==> config.mk <==
export PLATFORM = sky130hd
export DESIGN_NAME = wb_exc_ctrl
export DESIGN_NICKNAME = d
export VERILOG_FILES = /design/src/rtl/wb_exc_ctrl.sv
export SDC_FILE = /design/constraint.sdc
export NUM_CORES = 1
export LEC_CHECK = 0
export ABC_AREA = 1
export CORE_ASPECT_RATIO = 0.8
export CORE_MARGIN = 1.5
export CORE_UTILIZATION = 35
export CTS_CLUSTER_DIAMETER = 40
export DETAILED_ROUTE_END_ITERATION = 8
export PLACE_DENSITY = 0.83
export SLEW_MARGIN = 20
export SYNTH_ARGS = -nofsm -noshare
export SYNTH_HDL_FRONTEND = slang
export SYNTH_SLANG_ARGS = --single-unit
==> constraint.sdc <==
create_clock -name clk -period 1.8 [get_ports clk]
set_clock_uncertainty 0.15 [all_clocks]
set_input_delay 0.36 -clock clk [delete_from_list [all_inputs] [get_ports clk]]
set_output_delay 0.36 -clock clk [all_outputs]
set_load 0.005 [all_outputs]
==> src/rtl/wb_exc_ctrl.sv <==
// Exception/ERTN sequencer at WB: prioritises exception flags, commits to the CSR file,
// holds the pipeline flush, then redirects fetch to the exception entry or the return address.
//
// state   | meaning
// --------+-----------------------------------------------------------
// S_IDLE  | waiting for an exception or ERTN on a valid WB instruction
// S_COMMIT| one-cycle CSR commit (exception) or PLV/IE restore (ERTN)
// S_FLUSH | pipeline held flushed while the flush counter runs down
// S_REDIR | redirect offered to fetch until accepted
module wb_exc_ctrl #(
  parameter int FLUSH_CYCLES = 2,
  parameter int CNT_W        = 16
) (
  input  logic             clk,
  input  logic             reset,
  input  logic             ws_valid,
  input  logic [5:0]       exc_flags,
  input  logic             inst_ertn,
  input  logic [31:0]      wb_pc,
  input  logic [31:0]      wb_vaddr,
  input  logic [31:0]      csr_eentry,
  input  logic [31:0]      csr_era,
  input  logic             redirect_ready,
  output logic             wb_cancel,
  output logic             csr_ex_we,
  output logic [5:0]       csr_ecode,
  output logic [8:0]       csr_esubcode,
  output logic [31:0]      csr_ex_pc,
  output logic             csr_badv_we,
  output logic [31:0]      csr_badv,
  output logic             ertn_flush,
  output logic             pipe_flush,
  output logic             redirect_valid,
  output logic [31:0]      redirect_pc,
  output logic             busy,
  output logic [CNT_W-1:0] exc_count
);

  typedef enum logic [1:0] {S_IDLE, S_COMMIT, S_FLUSH, S_REDIR} state_t;

  localparam logic [3:0] FLUSH_LOAD = 4'(FLUSH_CYCLES - 1);

  state_t            state_q, state_d;
  logic [3:0]        cnt_q, cnt_d;
  logic              kind_exc_q;
  logic [5:0]        ecode_q;
  logic [31:0]       pc_q;
  logic [31:0]       badv_q;
  logic              badv_we_q;
  logic [CNT_W-1:0]  count_q;

  logic              any_exc;
  logic              trigger;
  logic [5:0]        ecode_dec;
  logic              badv_we_dec;
  logic [31:0]       badv_dec;

  assign any_exc = |exc_flags;
  assign trigger = (state_q == S_IDLE) && ws_valid && (any_exc || inst_ertn);

  // Flag order {int,adef,ine,sys,brk,ale}, highest priority first.
  always_comb begin
    ecode_dec   = 6'h00;
    badv_we_dec = 1'b0;
    badv_dec    = 32'h0;
    if (exc_flags[5]) begin
      ecode_dec = 6'h00;
    end else if (exc_flags[4]) begin
      ecode_dec   = 6'h08;
      badv_we_dec = 1'b1;
      badv_dec    = wb_pc;
    end else if (exc_flags[3]) begin
      ecode_dec = 6'h0D;
    end else if (exc_flags[2]) begin
      ecode_dec = 6'h0B;
    end else if (exc_flags[1]) begin
      ecode_dec = 6'h0C;
    end else if (exc_flags[0]) begin
      ecode_dec   = 6'h09;
      badv_we_dec = 1'b1;
      badv_dec    = wb_vaddr;
    end
  end

  always_ff @(posedge clk) begin
    if (reset) begin
      state_q    <= S_IDLE;
      cnt_q      <= 4'h0;
      kind_exc_q <= 1'b0;
      ecode_q    <= 6'h00;
      pc_q       <= 32'h0;
      badv_q     <= 32'h0;
      badv_we_q  <= 1'b0;
      count_q    <= '0;
    end else begin
      state_q <= state_d;
      cnt_q   <= cnt_d;
      if (trigger) begin
        kind_exc_q <= any_exc;
        ecode_q    <= ecode_dec;
        pc_q       <= wb_pc;
        badv_q     <= badv_dec;
        badv_we_q  <= badv_we_dec;
      end
      if (state_q == S_COMMIT && kind_exc_q && count_q != '1)
        count_q <= count_q + 1'b1;
    end
  end

  always_comb begin
    state_d        = state_q;
    cnt_d          = cnt_q;
    csr_ex_we      = 1'b0;
    csr_badv_we    = 1'b0;
    ertn_flush     = 1'b0;
    pipe_flush     = 1'b0;
    redirect_valid = 1'b0;
    redirect_pc    = 32'h0;
    case (state_q)
      S_IDLE: begin
        if (trigger) state_d = S_COMMIT;
      end
      S_COMMIT: begin
        csr_ex_we   = kind_exc_q;
        csr_badv_we = kind_exc_q && badv_we_q;
        ertn_flush  = !kind_exc_q;
        pipe_flush  = 1'b1;
        cnt_d       = FLUSH_LOAD;
        state_d     = (FLUSH_LOAD == 4'h0) ? S_REDIR : S_FLUSH;
      end
      S_FLUSH: begin
        pipe_flush = 1'b1;
        cnt_d      = (cnt_q == 4'h0) ? 4'h0 : cnt_q - 4'h1;
        if (cnt_q <= 4'h1) state_d = S_REDIR;
      end
      S_REDIR: begin
        pipe_flush     = 1'b1;
        redirect_valid = 1'b1;
        // CSR commit has already landed, so the live CSR values are the targets.
        redirect_pc    = kind_exc_q ? csr_eentry : csr_era;
        if (redirect_ready) state_d = S_IDLE;
      end
      default: state_d = S_IDLE;
    endcase
  end

  assign wb_cancel    = (state_q == S_IDLE) && ws_valid && any_exc;
  assign csr_ecode    = ecode_q;
  assign csr_esubcode = 9'h0;
  assign csr_ex_pc    = pc_q;
  assign csr_badv     = badv_q;
  assign busy         = (state_q != S_IDLE);
  assign exc_count    = count_q;

endmodule

### Word level (Yosys, flattened, before mapping)

Cells that the tools add are included.
W data, S select, Z words.

| word-level totals | value |
|---|---|
| output and inout bits | 134 |
| bits in registers | 94 |
| bits of input ports | 139 |

| cells by class | value |
|---|---|
| mux-type cells | 31 |
| equality and inequality tests | 7 |
| $lt $le $gt $ge | 1 |
| reductions and logical operators | 15 |
| add/sub/neg operators | 2 |

Operators by type and width:

| cell | number |
|---|---|
| $mux W32 | 8 |
| $mux W4 | 7 |
| $add A16 B1 Y16 const B | 1 |
| $ne A16 B16 Y1 const B | 1 |
| $mux W1 | 11 |
| $pmux W2 S4 | 1 |
| $pmux W4 S2 | 1 |
| $logic_and A1 B1 Y1 | 6 |
| $mux W2 | 3 |
| $ne A2 B2 Y1 const B | 3 |
| $reduce_or A6 Y1 | 1 |
| $eq A2 B2 Y1 const B | 2 |
| $le A4 B1 Y1 const B | 1 |
| $logic_not A4 Y1 | 1 |
| $reduce_bool A2 Y1 | 2 |
| $sub A4 B1 Y4 const B | 1 |
| $reduce_and A3 Y1 | 1 |
| $reduce_or A3 Y1 | 1 |
| $eq A2 B1 Y1 const B | 1 |
| $logic_not A2 Y1 | 1 |
| $logic_not A1 Y1 | 1 |
| $logic_or A1 B1 Y1 | 1 |

### Depth between registers and ports, before layout

| depth | value |
|---|---|
| depth in word-level cells | 6 |
| depth in mapped cells | 11 |
| depth with buffers taken out | 9 |

### Worst setup path after synthesis

Ideal clock, no wire load.

| path | value |
|---|---|
| path type | reg-to-reg |
| start point | register state_q[0] |
| end point | register pc_q[21] (netlist: csr_ex_pc[21]) |
| slack | 0.152 ns |
| setup time | 0.116 ns |
| stages on the path, launching flop included | 12 |
| buffers on the path | 2 |
| arrival | 1.382 ns |
| required time | 1.534 ns |
| cells stage by stage | dfxtp_1 -> inv_1 -> ha_1 -> nand2_1 -> inv_1 -> nand2_1 -> nand2_4 -> clkinv_2 -> buf_6 -> buf_6 -> nor2_1 -> nor2_1 |

| between the ends | value |
|---|---|
| word-level cells in the longest chain between the ends | 3 |

Ends and longest elaborated chain:

| item | line | text |
|---|---|---|
| start: declaration | 43 | `state_t state_q, state_d;` |
| start signal: assignment | 96 | `state_q <= state_d;` |
| $logic_not A2 Y1 | 59 | `assign trigger = (state_q == S_IDLE) && ws_valid && (any_exc \|\| inst_ertn);` |
| $logic_and A1 B1 Y1 (2 in a row) | 59 |  |
| end signal: assignment | 101 | `pc_q <= wb_pc;` |
| end: declaration | 47 | `logic [31:0] pc_q;` |

No other way between the ends.
A chain may end at the register's enable or synchronous reset.

### Worst setup path in the final report

| path | value |
|---|---|
| start point | register state_q[1] |
| end point | output port redirect_pc[4] |

| between the ends | value |
|---|---|
| word-level cells in the longest chain between the ends | 2 |

Ends and longest elaborated chain:

| item | line | text |
|---|---|---|
| $eq A2 B2 Y1 | 119 | `case (state_q)` |
| $mux W32 | 119 |  |
| end: declaration | 34 | `output logic [31:0] redirect_pc,` |

No other way between the ends.

==> reports/results.ini <==
[power_and_ir_drop]
seq_power_share=0.243
power.total_mw=10.9
cellLeakagePower_nw=4.15
swShare=0.370
pwr_density_cell_mw_per_mm2=1130
clockPowerShare=0.205
internal-power_mw=6.84
p_comb_frac=0.552
power.switching_mw=4.01
irDropWorstVdd_mv=0.777

[cts]
cts_tree=built
cts_inserted_buffers=9
cts.path.max_buffers=2
cts-root-buf=clkbuf_16
clock_latency_ns=0.34
h-tree-depth=3
clk_pin_slew_ns=0.07
cts.sinks=92
ctsHoldBuffers=0

[placed_design]
dp_hpwl_mm=13.1
portBuffers=261
gp_routability_congestion=0.896
dpl_cell_area_mm2=0.00778

[timing]
worst_pin_slew_ns=0.763
timing.setup.tns_ns=-7.35
finalHoldViolations=0
slew_headroom=0.492
max_freq_ghz=0.499
rsz0062_at_grt=yes
setup_violations=101
setup_ws_ns=-0.203
final_max_slew_viol_count=0
post-route-period-util=1.11
hold-worst-slack_ns=0.309
finalCriticalPeriod_ns=2.00

[hold_path]
min_path_cells=2
holdCritStartpoint=csr_badv[10]
hold_class=flip-flop to flip-flop
holdPathEnd=csr_badv[10]

[critical_path]
cpPeakStageDelay_ns=0.36
cp_top_family=buffers and inverters
crit_buf_inv=3
r2r-end=csr_badv[2]
crit_chain=ha_4, buf_12, buf_16, o21ai_1, nor2_1, buf_2
worstSetupStartpointType=flip-flop
rrSetupSlack_ns=-0.08
worst_ep_required_time_ns=1.29
path_class=flip-flop to output pin
arrival_ns=1.49
reg2reg_depth=13
crit_fanout=8
critPathSlowestCell=dfxtp_2
r2r-start=state_q[0]
endpoint_kind=output pin

[logic_synthesis]
ys.flop_type=dfxtp_1
ys_seq_area_frac=0.383
synth_edf_count=0
synth_top_area_frac=0.383
ys_ff_latch=92
ys_warn_count=0
synth.most_common_cell=nor2_1
synth_cell_type_count=31
netlist_instances=753
yosysTopAreaCell=dfxtp_1
netlist_area_mm2=0.00481
netlist_top_cells_area=dfxtp_1 (38%), nor2_1 (18%), o21ai_0 (11%), nand2_1 (7.9%), a21oi_1 (6.1%)
ys_async_sr_fraction=0
synthTopCellsByCount=nor2_1 (228), o21ai_0 (103), nand2_1 (101), dfxtp_1 (92), a21oi_1 (59)
avgSynthCellArea_um2=6.39

[floorplan]
coreArea_mm2=0.0135
std_cell_rows=38
start_util=0.356
dieWidth_um=134
dieArea_mm2=0.0145
ios=273
die_height_um=108

[global_route]
overflow=0
antenna_found_initial=0
track_usage=0.276
grt_start_max_net_pins=47
grt_pass1_vias=5681
grt_pass1_wl_mm=30.6

[finish]
nFillCells=1046
multiInputGateArea_mm2=0.00340
final_nets=1193
area_growth_pct=99.9
utilization=0.712
diodes=0
fin_area_mm2=0.00961
regArea_mm2=0.00190
final_layout_size_suffix_gt1_frac=0.303

[detailed_routing]
drtPass1Iterations=4
first_iter_violations=347
vias=6197
post_drt_via_cell_ratio=5.02
detail_route.wl_per_cell_um=17.7
ant_nets=0
drc=0
drt-total-wl_mm=21.9

[flow_run]
maxCapViolations=0

[outcome]
outcome=complete, but fails checks
violations=setup timing

-- timing repair --
action	4_1_cts	5_1_grt
setup buffers	16	5
gates cloned	15	2
gates resized for setup	286	260
pin swaps	25	67
endpoints found under the setup margin	122	129
hold endpoints to repair	0	0
-- cell usage in the layout, fill, tap and decap left out, drive strengths merged, types with 11 or more instances in the layout --
| cell | netlist | routed |
|---|---|---|
| a21oi | 59 | 59 |
| buf | 28 | 110 |
| clkbuf | 32 | 13 |
| clkdlybuf4s50 | 0 | 204 |
| conb | 1 | 11 |
| dfxtp | 92 | 92 |
| dlymetal6s2s | 0 | 15 |
| inv | 32 | 34 |
| nand2 | 103 | 103 |
| nand3 | 47 | 47 |
| nor2 | 230 | 230 |
| o21ai | 104 | 104 |
-- worst max-delay path by stage --
stage	start	to	slack, ns	cells after the start
6_report	state_q[1]	redirect_pc[4]	-0.20	6
5_1_grt	state_q[1]	redirect_pc[4]	-0.28	6
4_1_cts	state_q[1]	redirect_pc[9]	-0.22	6
3_5_place_dp	exc_flags[3]	wb_cancel	-0.48	6
3_3_place_gp	exc_flags[3]	wb_cancel	-0.47	6
2_1_floorplan	state_q[0]	csr_ex_pc[21]	0.15	11
-- worst min-delay path, delay by kind of cell (launching register included) --
kind / cells / cell delay, ns
compound gates: 1 / 0.03
flops: 1 / 0.33
simple gates: 1 / 0.06
-- per-layer routing --
layer	vias to the layer above	GRT usage	routed length (µm)
li1	3015	-	-
met1	2873	0.320	8460
met2	261	0.486	11000
met3	48	0.0683	1610
met4	0	0.115	800
met5	-	0	0
-- area by class of cell --
| cell class | count | area share |
|---|---|---|
| timing repair buffer | 334 | 0.370 |
| multi-input combinational | 577 | 0.353 |
| sequential | 92 | 0.198 |
| clock buffer | 10 | 0.0238 |
| tap | 180 | 0.0234 |
| inverter | 34 | 0.0176 |
| clock inverter | 6 | 0.0122 |
| timing repair inverter | 1 | 0.00169 |
-- power by group through the flow --
stage / combinational, mW / sequential [mW] / clock, mW
2_1_floorplan: 1.56 / 2.60 / 0
3_3_place_gp: 3.41 / 2.58 / 0
3_5_place_dp: 3.44 / 2.59 / 0
4_1_cts: 5.15 / 2.58 / 2.27
5_1_grt: 6.34 / 2.68 / 2.34
6_report: 6.00 / 2.64 / 2.22
-- cells by family (layout without fill, tap and decap cells) --
kind of cell | count (synthesis) | after routing | synth area share
AO/OA/AOI/OAI | 166 | 166 | 0.174
XOR/XNOR | 6 | 6 | 0.0109
adder cells (fa/ha/maj) | 5 | 5 | 0.0130
buffers and inverters | 94 | 385 | 0.0937
flip-flops | 92 | 92 | 0.383
other | 1 | 11 | 0.000780
AND/OR/NAND/NOR | 389 | 389 | 0.325
-- metrics by stage --
step | worst slack, ns | std cells
6_report | -0.203 | 1234
5_1_grt | -0.282 | 1234
4_1_cts | -0.222 | 1230
3_5_place_dp | -0.481 | 1183
3_3_place_gp | -0.466 | 1183
2_1_floorplan | 0.152 | 763
-- flip-flops by register name, indices dropped and copies added, names as in the netlist --
| register | flops |
|---|---|
| kind_exc_q | 1 |
| exc_count | 16 |
| state_q | 2 |
| badv_we_q | 1 |
| cnt_q | 4 |
| csr_ex_pc | 32 |
| csr_ecode | 4 |
| csr_badv | 32 |
(Power assumes the default switching activity.)
